<file path="src/rtl/fifo_rd_pkg.sv">
// Shared types for the FIFO frame reader.
// Read states, in-flight tags and header size.
package fifo_rd_pkg;

  typedef enum logic [1:0] {
    HDR_HI,
    HDR_LO,
    PAYLOAD
  } state_e;

  typedef enum logic [1:0] {
    TAG_HDR,
    TAG_PAY,
    TAG_PAY_LAST
  } tag_e;

  localparam int HDR_BYTES = 2;

endpackage

</file>
<file path="src/rtl/skid_buf2.sv">
// Two-entry valid/ready buffer of {last, data}.
// Head entry drives the output; occupancy exported for flow control.
module skid_buf2 #(
  parameter int W = 8
) (
  input  logic         clk,
  input  logic         srstn,
  input  logic         wr_en,
  input  logic [W-1:0] wr_data,
  input  logic         wr_last,
  input  logic         rd_ready,
  output logic         rd_valid,
  output logic [W-1:0] rd_data,
  output logic         rd_last,
  output logic [1:0]   occ
);

  logic [W:0] e0_q, e0_d;
  logic [W:0] e1_q, e1_d;
  logic [1:0] occ_q, occ_d;
  logic       pop;
  logic [1:0] lvl;

  always_comb begin
    e0_d  = e0_q;
    e1_d  = e1_q;
    occ_d = occ_q;
    pop   = rd_ready && (occ_q != 2'd0);
    lvl   = occ_q;
    if (pop) begin
      e0_d = e1_q;
      lvl  = occ_q - 2'd1;
    end
    occ_d = lvl;
    if (wr_en) begin
      unique case (1'b1)
        (lvl == 2'd0): e0_d = {wr_last, wr_data};
        (lvl == 2'd1): e1_d = {wr_last, wr_data};
        default: ;
      endcase
      if (lvl != 2'd2) occ_d = lvl + 2'd1;
    end
  end

  always_ff @(posedge clk) begin
    if (!srstn) begin
      e0_q  <= '0;
      e1_q  <= '0;
      occ_q <= 2'd0;
    end else begin
      e0_q  <= e0_d;
      e1_q  <= e1_d;
      occ_q <= occ_d;
    end
  end

  assign rd_valid = (occ_q != 2'd0);
  assign rd_data  = e0_q[W-1:0];
  assign rd_last  = e0_q[W];
  assign occ      = occ_q;

endmodule

</file>
<file path="src/rtl/fifo_frame_reader.sv">
// Drains length-prefixed frames from the CDC FIFO read port
// and streams the payload as valid/ready bytes with a last flag.
module fifo_frame_reader
  import fifo_rd_pkg::*;
#(
  parameter int WIDTH   = 8,
  parameter int LEN_W   = 16,
  parameter int MAX_LEN = 1518,
  parameter int CNT_W   = 16
) (
  input  logic             rclk,
  input  logic             rd_srstn,
  input  logic             fifo_empty,
  output logic             fifo_rd_en,
  input  logic [WIDTH-1:0] fifo_rd_data,
  output logic [WIDTH-1:0] m_data,
  output logic             m_valid,
  output logic             m_last,
  input  logic             m_ready,
  output logic             len_err,
  output logic [CNT_W-1:0] frame_cnt,
  output logic             busy
);

  localparam int HDR_W = HDR_BYTES * WIDTH;

  state_e           state_q, state_d;
  logic             rd_vld_q, rd_vld_d;
  tag_e             rd_tag_q, rd_tag_d;
  logic [WIDTH-1:0] len_hi_q, len_hi_d;
  logic [LEN_W-1:0] rem_q, rem_d;
  logic [CNT_W-1:0] cnt_q, cnt_d;
  logic             len_err_q, len_err_d;

  logic             hdr_inflt;
  logic [HDR_W-1:0] len_full;
  logic             issue;
  tag_e             tag;
  logic             pop;
  logic [2:0]       lvl;
  logic [1:0]       occ;
  logic             buf_wr;
  logic             buf_last;

  assign pop       = m_valid && m_ready;
  assign hdr_inflt = rd_vld_q && (rd_tag_q == TAG_HDR);
  assign len_full  = {len_hi_q, fifo_rd_data};
  assign buf_wr    = rd_vld_q && (rd_tag_q != TAG_HDR);
  assign buf_last  = (rd_tag_q == TAG_PAY_LAST);

  // A byte popped this cycle frees its slot before the new read lands.
  assign lvl = {1'b0, occ} + {2'b00, rd_vld_q} - {2'b00, pop};

  always_comb begin
    state_d   = state_q;
    len_hi_d  = len_hi_q;
    rem_d     = rem_q;
    len_err_d = 1'b0;
    issue     = 1'b0;
    tag       = TAG_HDR;
    cnt_d     = cnt_q;
    unique case (state_q)
      HDR_HI: begin
        issue = !fifo_empty && !hdr_inflt;
        if (hdr_inflt) begin
          len_hi_d = fifo_rd_data;
          state_d  = HDR_LO;
        end
      end
      HDR_LO: begin
        issue = !fifo_empty && !hdr_inflt;
        if (hdr_inflt) begin
          if ((len_full != '0) &&
              (len_full <= HDR_W'(MAX_LEN))) begin
            rem_d   = LEN_W'(len_full);
            state_d = PAYLOAD;
          end else begin
            len_err_d = 1'b1;
            state_d   = HDR_HI;
          end
        end
      end
      PAYLOAD: begin
        issue = !fifo_empty && (rem_q != '0) &&
                (lvl < 3'd2);
        tag   = (rem_q == LEN_W'(1)) ? TAG_PAY_LAST
                                      : TAG_PAY;
        if (issue) begin
          rem_d = rem_q - LEN_W'(1);
          if (rem_q == LEN_W'(1)) state_d = HDR_HI;
        end
      end
      default: state_d = HDR_HI;
    endcase
    if (pop && m_last) cnt_d = cnt_q + CNT_W'(1);
  end

  assign fifo_rd_en = issue && rd_srstn;
  assign rd_vld_d   = fifo_rd_en;
  assign rd_tag_d   = tag;

  always_ff @(posedge rclk) begin
    if (!rd_srstn) begin
      state_q   <= HDR_HI;
      rd_vld_q  <= 1'b0;
      rd_tag_q  <= TAG_HDR;
      len_hi_q  <= '0;
      rem_q     <= '0;
      cnt_q     <= '0;
      len_err_q <= 1'b0;
    end else begin
      state_q   <= state_d;
      rd_vld_q  <= rd_vld_d;
      rd_tag_q  <= rd_tag_d;
      len_hi_q  <= len_hi_d;
      rem_q     <= rem_d;
      cnt_q     <= cnt_d;
      len_err_q <= len_err_d;
    end
  end

  skid_buf2 #(
    .W(WIDTH)
  ) u_skid (
    .clk      (rclk),
    .srstn    (rd_srstn),
    .wr_en    (buf_wr),
    .wr_data  (fifo_rd_data),
    .wr_last  (buf_last),
    .rd_ready (m_ready),
    .rd_valid (m_valid),
    .rd_data  (m_data),
    .rd_last  (m_last),
    .occ      (occ)
  );

  assign len_err   = len_err_q;
  assign frame_cnt = cnt_q;
  assign busy      = !((state_q == HDR_HI) &&
                       (occ == 2'd0) && !rd_vld_q);

endmodule

</file>
<file path="config.mk">
export PLATFORM = sky130hd
export DESIGN_NAME = fifo_frame_reader
export DESIGN_NICKNAME = d
export VERILOG_FILES = /design/src/rtl/fifo_rd_pkg.sv /design/src/rtl/skid_buf2.sv /design/src/rtl/fifo_frame_reader.sv
export SDC_FILE = /design/constraint.sdc
export NUM_CORES = 1
export LEC_CHECK = 0
export ABC_AREA = 1
export CAP_MARGIN = 30
export CORE_UTILIZATION = 45
export DETAILED_ROUTE_END_ITERATION = 8
export GPL_ROUTABILITY_DRIVEN = 0
export PLACE_DENSITY = 0.74
export SYNTH_ARGS = -nofsm -noshare
export SYNTH_HDL_FRONTEND = slang
export SYNTH_HIERARCHICAL = 1
export SYNTH_SLANG_ARGS = --single-unit
export TNS_END_PERCENT = 50
</file>
<file path="constraint.sdc">
create_clock -name rclk -period 4.2 [get_ports rclk]
set_input_delay 0.63 -clock rclk [delete_from_list [all_inputs] [get_ports rclk]]
set_output_delay 0.63 -clock rclk [all_outputs]
set_load 0.05 [all_outputs]
</file>
==> impl_metrics.py, run 1 <==
metrics = {
    "status": {
        "status": "finished, final reports clean",
    },
    "floorplan": {
        "die-area_sq_um": 8340,
        "initial_core_util": 0.465,
        "fp.dieH_um": 91.3,
        "rows": 32,
        "die_w_um": 91.3,
        "ios": 41,
        "core-area_sq_um": 7730,
    },
    "cells_and_area": {
        "layout-drive-gt1-share": 0.0654,
        "antenna_cells_inserted": 0,
        "layout_commonest_cell": "nand2_1",
        "final_area_sq_um": 4250,
        "area_delta_synth_final_pct": 18.3,
        "finalNetCount": 597,
        "layout_common_cells": "nand2_1, nor2_1, inv_1",
        "fillers": 776,
    },
    "global_route": {
        "grt_overflow_total": 0,
        "grt_first_pass_wirelength_mm": 14.6,
        "grt_max_degree": 44,
        "grt_pass1_vias": 3328,
        "antenna_found_initial": 0,
        "track_usage": 0.214,
    },
    "sta": {
        "worst_slack_ns": 0.360,
        "rsz0062_at_grt": "no",
        "fin_setup_tns_ns": 0,
        "fmax_mhz": 260,
        "skew_ns": 0.00749,
        "relSlewSlack": 0.620,
        "finalHoldViolCount": 0,
        "worstMarginPinSlew_ns": 0.568,
        "slew_violations": 0,
        "setup_viol": 0,
        "worst_hold_slack_ns": 0.469,
        "fin_crit_sh": 0.914,
        "min_period_ns": 3.84,
    },
    "power_and_ir_drop": {
        "peakVddDrop_v": 0.000271,
        "p_leak_nw": 1.90,
        "finalPower_mw": 2.05,
        "powerDensity_nw_per_um2": 483,
    },
    "routing": {
        "drtIter0Drc": 253,
        "avgViaCountPerCell": 5.16,
        "drc": 0,
        "ant_nets": 0,
        "wl_per_cell_um": 12.2,
        "vias": 3526,
        "drtPass1Iterations": 8,
        "routed_wl_mm": 8.33,
    },
    "clock_network": {
        "clk_pin_slew_ns": 0.08,
        "postCtsHoldBufs": 0,
        "root_buffer": "clkbuf_8",
        "cts_setup_buffers": 0,
        "htree_levels": 3,
        "cts_tree": "built",
        "cts_made_buffers": 9,
        "cts.sinks": 66,
        "clock_latency_ns": 0.34,
        "cts_resized": 0,
        "clock_path_buffers": 2,
    },
    "yosys": {
        "synth-compound-area-share": 0.143,
        "synth_top_family_by_area": "simple AND/OR/NAND/NOR gates",
        "yosys_warnings": 6,
        "synthSimpleGateAreaFrac": 0.328,
        "ys_types": 37,
        "synthMuxAreaShare": 0.00279,
        "ys_seq_area_frac": 0.368,
        "synthXorXnorAreaFrac": 0.0171,
        "syn_area_per_cell_sq_um": 6.68,
        "syn_area_sq_um": 3590,
        "ys_ff_latch": 66,
        "synthCells": 538,
        "synth.net_count": 559,
        "synth_fa_ha_area_frac": 0.0334,
    },
    "placed_design": {
        "place_area_sq_um": 4040,
        "io_buffers": 40,
        "post-place-ws_ns": 0.360,
        "place_hpwl_mm": 5.89,
    },
    "worst_setup_path": {
        "crit_type": "in2out",
        "startpoint_type": "primary input",
        "worst-path-max-fanout": 5,
        "cp_data_arrival_time_ns": 3.21,
        "required_ns": 3.57,
        "endpoint_kind": "primary output",
    },
    "worst_hold_path": {
        "holdCritPathClass": "reg2reg",
    },
    "run": {
        "max-cap-violations": 0,
    },
}
## critical path, cell delays in order
cell and delay, ns:
clkdlybuf4s50_1 0.51, nand2_1 0.06, inv_1 0.12, ha_1 0.25, or2_2 0.30, fa_1 0.47, o21ai_0 0.07, a211oi_1 0.22
nand2_2 0.14, o32ai_1 0.23, buf_12 0.20
## layer usage
| layer | global-route usage | wire [um] | share of wire |
|---|---|---|---|
| met5 | 0 | 0 | 0 |
| met4 | 0.0714 | 108 | 0.013 |
| met3 | 0.0653 | 478 | 0.057 |
| met2 | 0.363 | 3930 | 0.47 |
| met1 | 0.256 | 3820 | 0.46 |
## area by class of cell
cell class,count,area [sq um],share of cell area
clock buffer,11,131,0.0309
clock inverter,5,78.8,0.0186
inverter,75,283,0.0665
multi-input combinational,382,1880,0.443
sequential,66,1320,0.311
tap,102,128,0.0300
timing repair buffer,42,425,0.100
## power by group
group	internal, mW	switching, mW	leakage [nW]	total [mW]
Combinational	0.243	0.489	1.26	0.732
Sequential	0.685	0.0514	0.535	0.736
Clock	0.334	0.250	0.107	0.584
Total	1.26	0.790	1.90	2.05
## sequential cells by signal, indices dropped and copies added (netlist names)
name / cells
u_skid/occ: 2
u_skid/e0_q: 9
len_hi_q: 8
len_err: 1
rd_tag_q: 2
u_skid/e1_q: 9
state_q: 2
rem_q: 16
rd_vld_q: 1
frame_cnt: 16
## cells in the mapped netlist (all sizes together)
library cell	n	area (sq um)
fa	1	20.0
xor2	7	61.3
nand4	13	87.6
o21ai	40	204
ha	8	100
or2	1	6.26
nand3	40	200
mux2i	1	10.0
inv	73	274
clkbuf	9	41.3
a21oi	47	250
o32ai	2	17.5
a31oi	3	18.8
nor4	4	25.0
nor2	82	320
nor3	7	40.0
nand2	120	475
clkinv	2	8.75
a211oi	2	15.0
o21a	1	7.51
dfxtp	66	1320
buf	6	65.1
nand3b	3	22.5
## worst paths after layout
check / startpoint / endpoint / slack, ns / cells past startpoint
worst max-delay path: m_ready / fifo_rd_en / 0.36 / 11
worst min-delay path: frame_cnt[15]$_SDFFE_PN0P_ / frame_cnt[15]$_SDFFE_PN0P_ / 0.47 / 2
worst max register to register: u_skid/occ[1]$_SDFF_PN0_ / rem_q[13]$_SDFFE_PN0P_ / 0.95 / 15
worst min register to register: frame_cnt[15]$_SDFFE_PN0P_ / frame_cnt[15]$_SDFFE_PN0P_ / 0.47 / 2
## cells by family after synthesis
kind of cell,Yosys count
and+or+nand+nor,270
AOI/OAI and AO/OA,95
buffers and inverters,90
DFF,66
adders and majority gates,9
xor gates and xnor gates,7
muxes,1
## per-stage QoR
| step | instances | util |
|---|---|---|
| after global routing | 683 | 0.550 |
| after CTS | 683 | 0.550 |
| after floorplan | 538 | - |
| after global placement | 667 | 0.523 |
| after detailed placement | 667 | 0.523 |
| final | 683 | 0.550 |
Power figures use the tool's default switching activity.
==> inputs of run 2 (changes only) <==
--- a/config.mk
+++ b/config.mk
@@ -6,11 +6,12 @@
 export NUM_CORES = 1
 export LEC_CHECK = 0
 export ABC_AREA = 1
-export CAP_MARGIN = 30
+export CAP_MARGIN = 20
 export CORE_UTILIZATION = 45
 export DETAILED_ROUTE_END_ITERATION = 8
 export GPL_ROUTABILITY_DRIVEN = 0
 export PLACE_DENSITY = 0.74
+export REMOVE_ABC_BUFFERS = 1
 export SYNTH_ARGS = -nofsm -noshare
 export SYNTH_HDL_FRONTEND = slang
 export SYNTH_HIERARCHICAL = 1
==> constraint.sdc (replaced) <==
create_clock -name rclk -period 4.5 [get_ports rclk]
set_input_delay 0.675 -clock rclk [delete_from_list [all_inputs] [get_ports rclk]]
set_output_delay 0.675 -clock rclk [all_outputs]
set_load 0.05 [all_outputs]
==> impl_metrics.py, run 2 (synthesis results as in run 1) <==
metrics = {
    "power_and_ir_drop": {
        "p_sw_frac": 0.398,
        "p_leak_nw": 1.87,
        "p_sw_uw": 721,
        "cell_internal_pwr_mw": 1.09,
        "p_clk_frac": 0.249,
        "powerDensity_nw_per_um2": 431,
        "power_frac_comb": 0.371,
        "peakVddDrop_v": 0.000275,
        "finalPower_mw": 1.81,
        "pwr-share-seq": 0.380,
    },
    "routing": {
        "drc": 0,
        "ant_nets": 0,
        "vias": 3441,
        "wl_per_cell_um": 11.9,
        "avgViaCountPerCell": 5.05,
        "routed_wl_mm": 8.12,
        "drtPass1Iterations": 4,
        "drtIter0Drc": 200,
    },
    "sta": {
        "fin_setup_tns_ns": 0,
        "slew_violations": 0,
        "worst_slack_ns": 0.548,
        "finalHoldViolCount": 0,
        "worstMarginPinSlew_ns": 0.589,
        "rsz0062_at_grt": "no",
        "skew_ns": 0.00998,
        "min_period_ns": 3.95,
        "setup_viol": 0,
        "fmax_mhz": 253,
        "fin_crit_sh": 0.878,
        "relSlewSlack": 0.607,
    },
    "worst_setup_path": {
        "worst-path-max-fanout": 5,
        "ff2ff_setup_slack_ns": 1.13,
        "startpoint_type": "primary input",
        "crit_type": "in2out",
        "required_ns": 3.83,
        "endpoint_kind": "primary output",
        "cp_data_arrival_time_ns": 3.28,
    },
    "cells_and_area": {
        "final_area_sq_um": 4200,
        "layout-drive-gt1-share": 0.0622,
        "fillers": 764,
        "layout_common_cells": "nand2_1, nor2_1, inv_1",
        "finalNetCount": 596,
        "area_delta_synth_final_pct": 17.0,
        "layout_commonest_cell": "nand2_1",
        "antenna_cells_inserted": 0,
    },
    "clock_network": {
        "cts.sinks": 66,
        "clk_pin_slew_ns": 0.07,
        "clock_path_buffers": 2,
        "clock_latency_ns": 0.35,
        "cts_setup_buffers": 0,
        "htree_levels": 3,
        "cts_made_buffers": 9,
        "cts_tree": "built",
        "postCtsHoldBufs": 0,
        "cts_resized": 0,
        "root_buffer": "clkbuf_8",
    },
    "floorplan": {
        "fp.dieH_um": 91.3,
        "die_w_um": 91.3,
        "core-area_sq_um": 7730,
        "die-area_sq_um": 8340,
        "initial_core_util": 0.465,
        "ios": 41,
        "rows": 32,
    },
    "status": {
        "status": "finished, final reports clean",
    },
    "global_route": {
        "antenna_found_initial": 0,
        "grt_pass1_vias": 3087,
        "grt_overflow_total": 0,
        "grt_max_degree": 43,
        "grt_first_pass_wirelength_mm": 13.7,
        "track_usage": 0.204,
    },
    "placed_design": {
        "post-place-ws_ns": 0.548,
        "io_buffers": 40,
        "place_hpwl_mm": 5.87,
        "place_area_sq_um": 4030,
    },
    "worst_hold_path": {
        "holdCritPathClass": "reg2reg",
    },
    "run": {
        "max-cap-violations": 0,
    },
}
-- run 2: worst paths after layout --
| path | startpoint | end | cells after the start |
|---|---|---|---|
| worst max-delay path | m_ready | fifo_rd_en | 11 |
| worst min-delay path | frame_cnt[15]$_SDFFE_PN0P_ | frame_cnt[15]$_SDFFE_PN0P_ | 2 |
| worst max register to register | u_skid/occ[1]$_SDFF_PN0_ | rem_q[12]$_SDFFE_PN0P_ | 16 |
| worst min register to register | frame_cnt[15]$_SDFFE_PN0P_ | frame_cnt[15]$_SDFFE_PN0P_ | 2 |
-- run 2: layout make-up --
| class | instances | area, sq um | share of cell area |
|---|---|---|---|
| multi-input cells | 382 | 1880 | 0.448 |
| flip-flops and latches | 66 | 1320 | 0.314 |
| repair buffers | 41 | 418 | 0.0994 |
| inverters | 75 | 283 | 0.0673 |
| clock buffers | 13 | 159 | 0.0378 |
| well taps | 102 | 128 | 0.0304 |
| clock inverters | 2 | 12.5 | 0.00298 |
-- run 2: critical path: stages --
cell             delay [ns]
clkdlybuf4s50_1        0.51
nand2_1                0.06
inv_1                  0.12
ha_1                   0.24
or2_2                  0.31
fa_1                   0.48
o21ai_0                0.07
a211oi_1               0.21
nand2_2                0.13
o32ai_1                0.25
buf_12                 0.20
-- run 2: metrics by stage --
step,hold WS (ns),util,cells
global placement,0.448,0.522,666
finish,0.467,0.544,681
CTS,0.476,0.544,681
floorplan,0.441,-,523
detailed placement,0.464,0.522,666
global route,0.506,0.544,681
-- run 2: power by group through the flow --
stage	clock, mW	combinational (mW)	sequential [mW]
after floorplan	0	0.511	0.694
after global placement	0	0.656	0.697
after detailed placement	0	0.670	0.698
after CTS	0.465	0.673	0.686
after global routing	0.489	0.769	0.694
final	0.450	0.672	0.687
-- run 2: layer usage --
| layer | up-vias | GRT usage | routed length [um] |
|---|---|---|---|
| li1 | 1810 | - | - |
| met1 | 1541 | 0.253 | 3750 |
| met2 | 80 | 0.346 | 3900 |
| met3 | 10 | 0.0427 | 371 |
| met4 | 0 | 0.0794 | 96 |
| met5 | - | 0 | 0 |
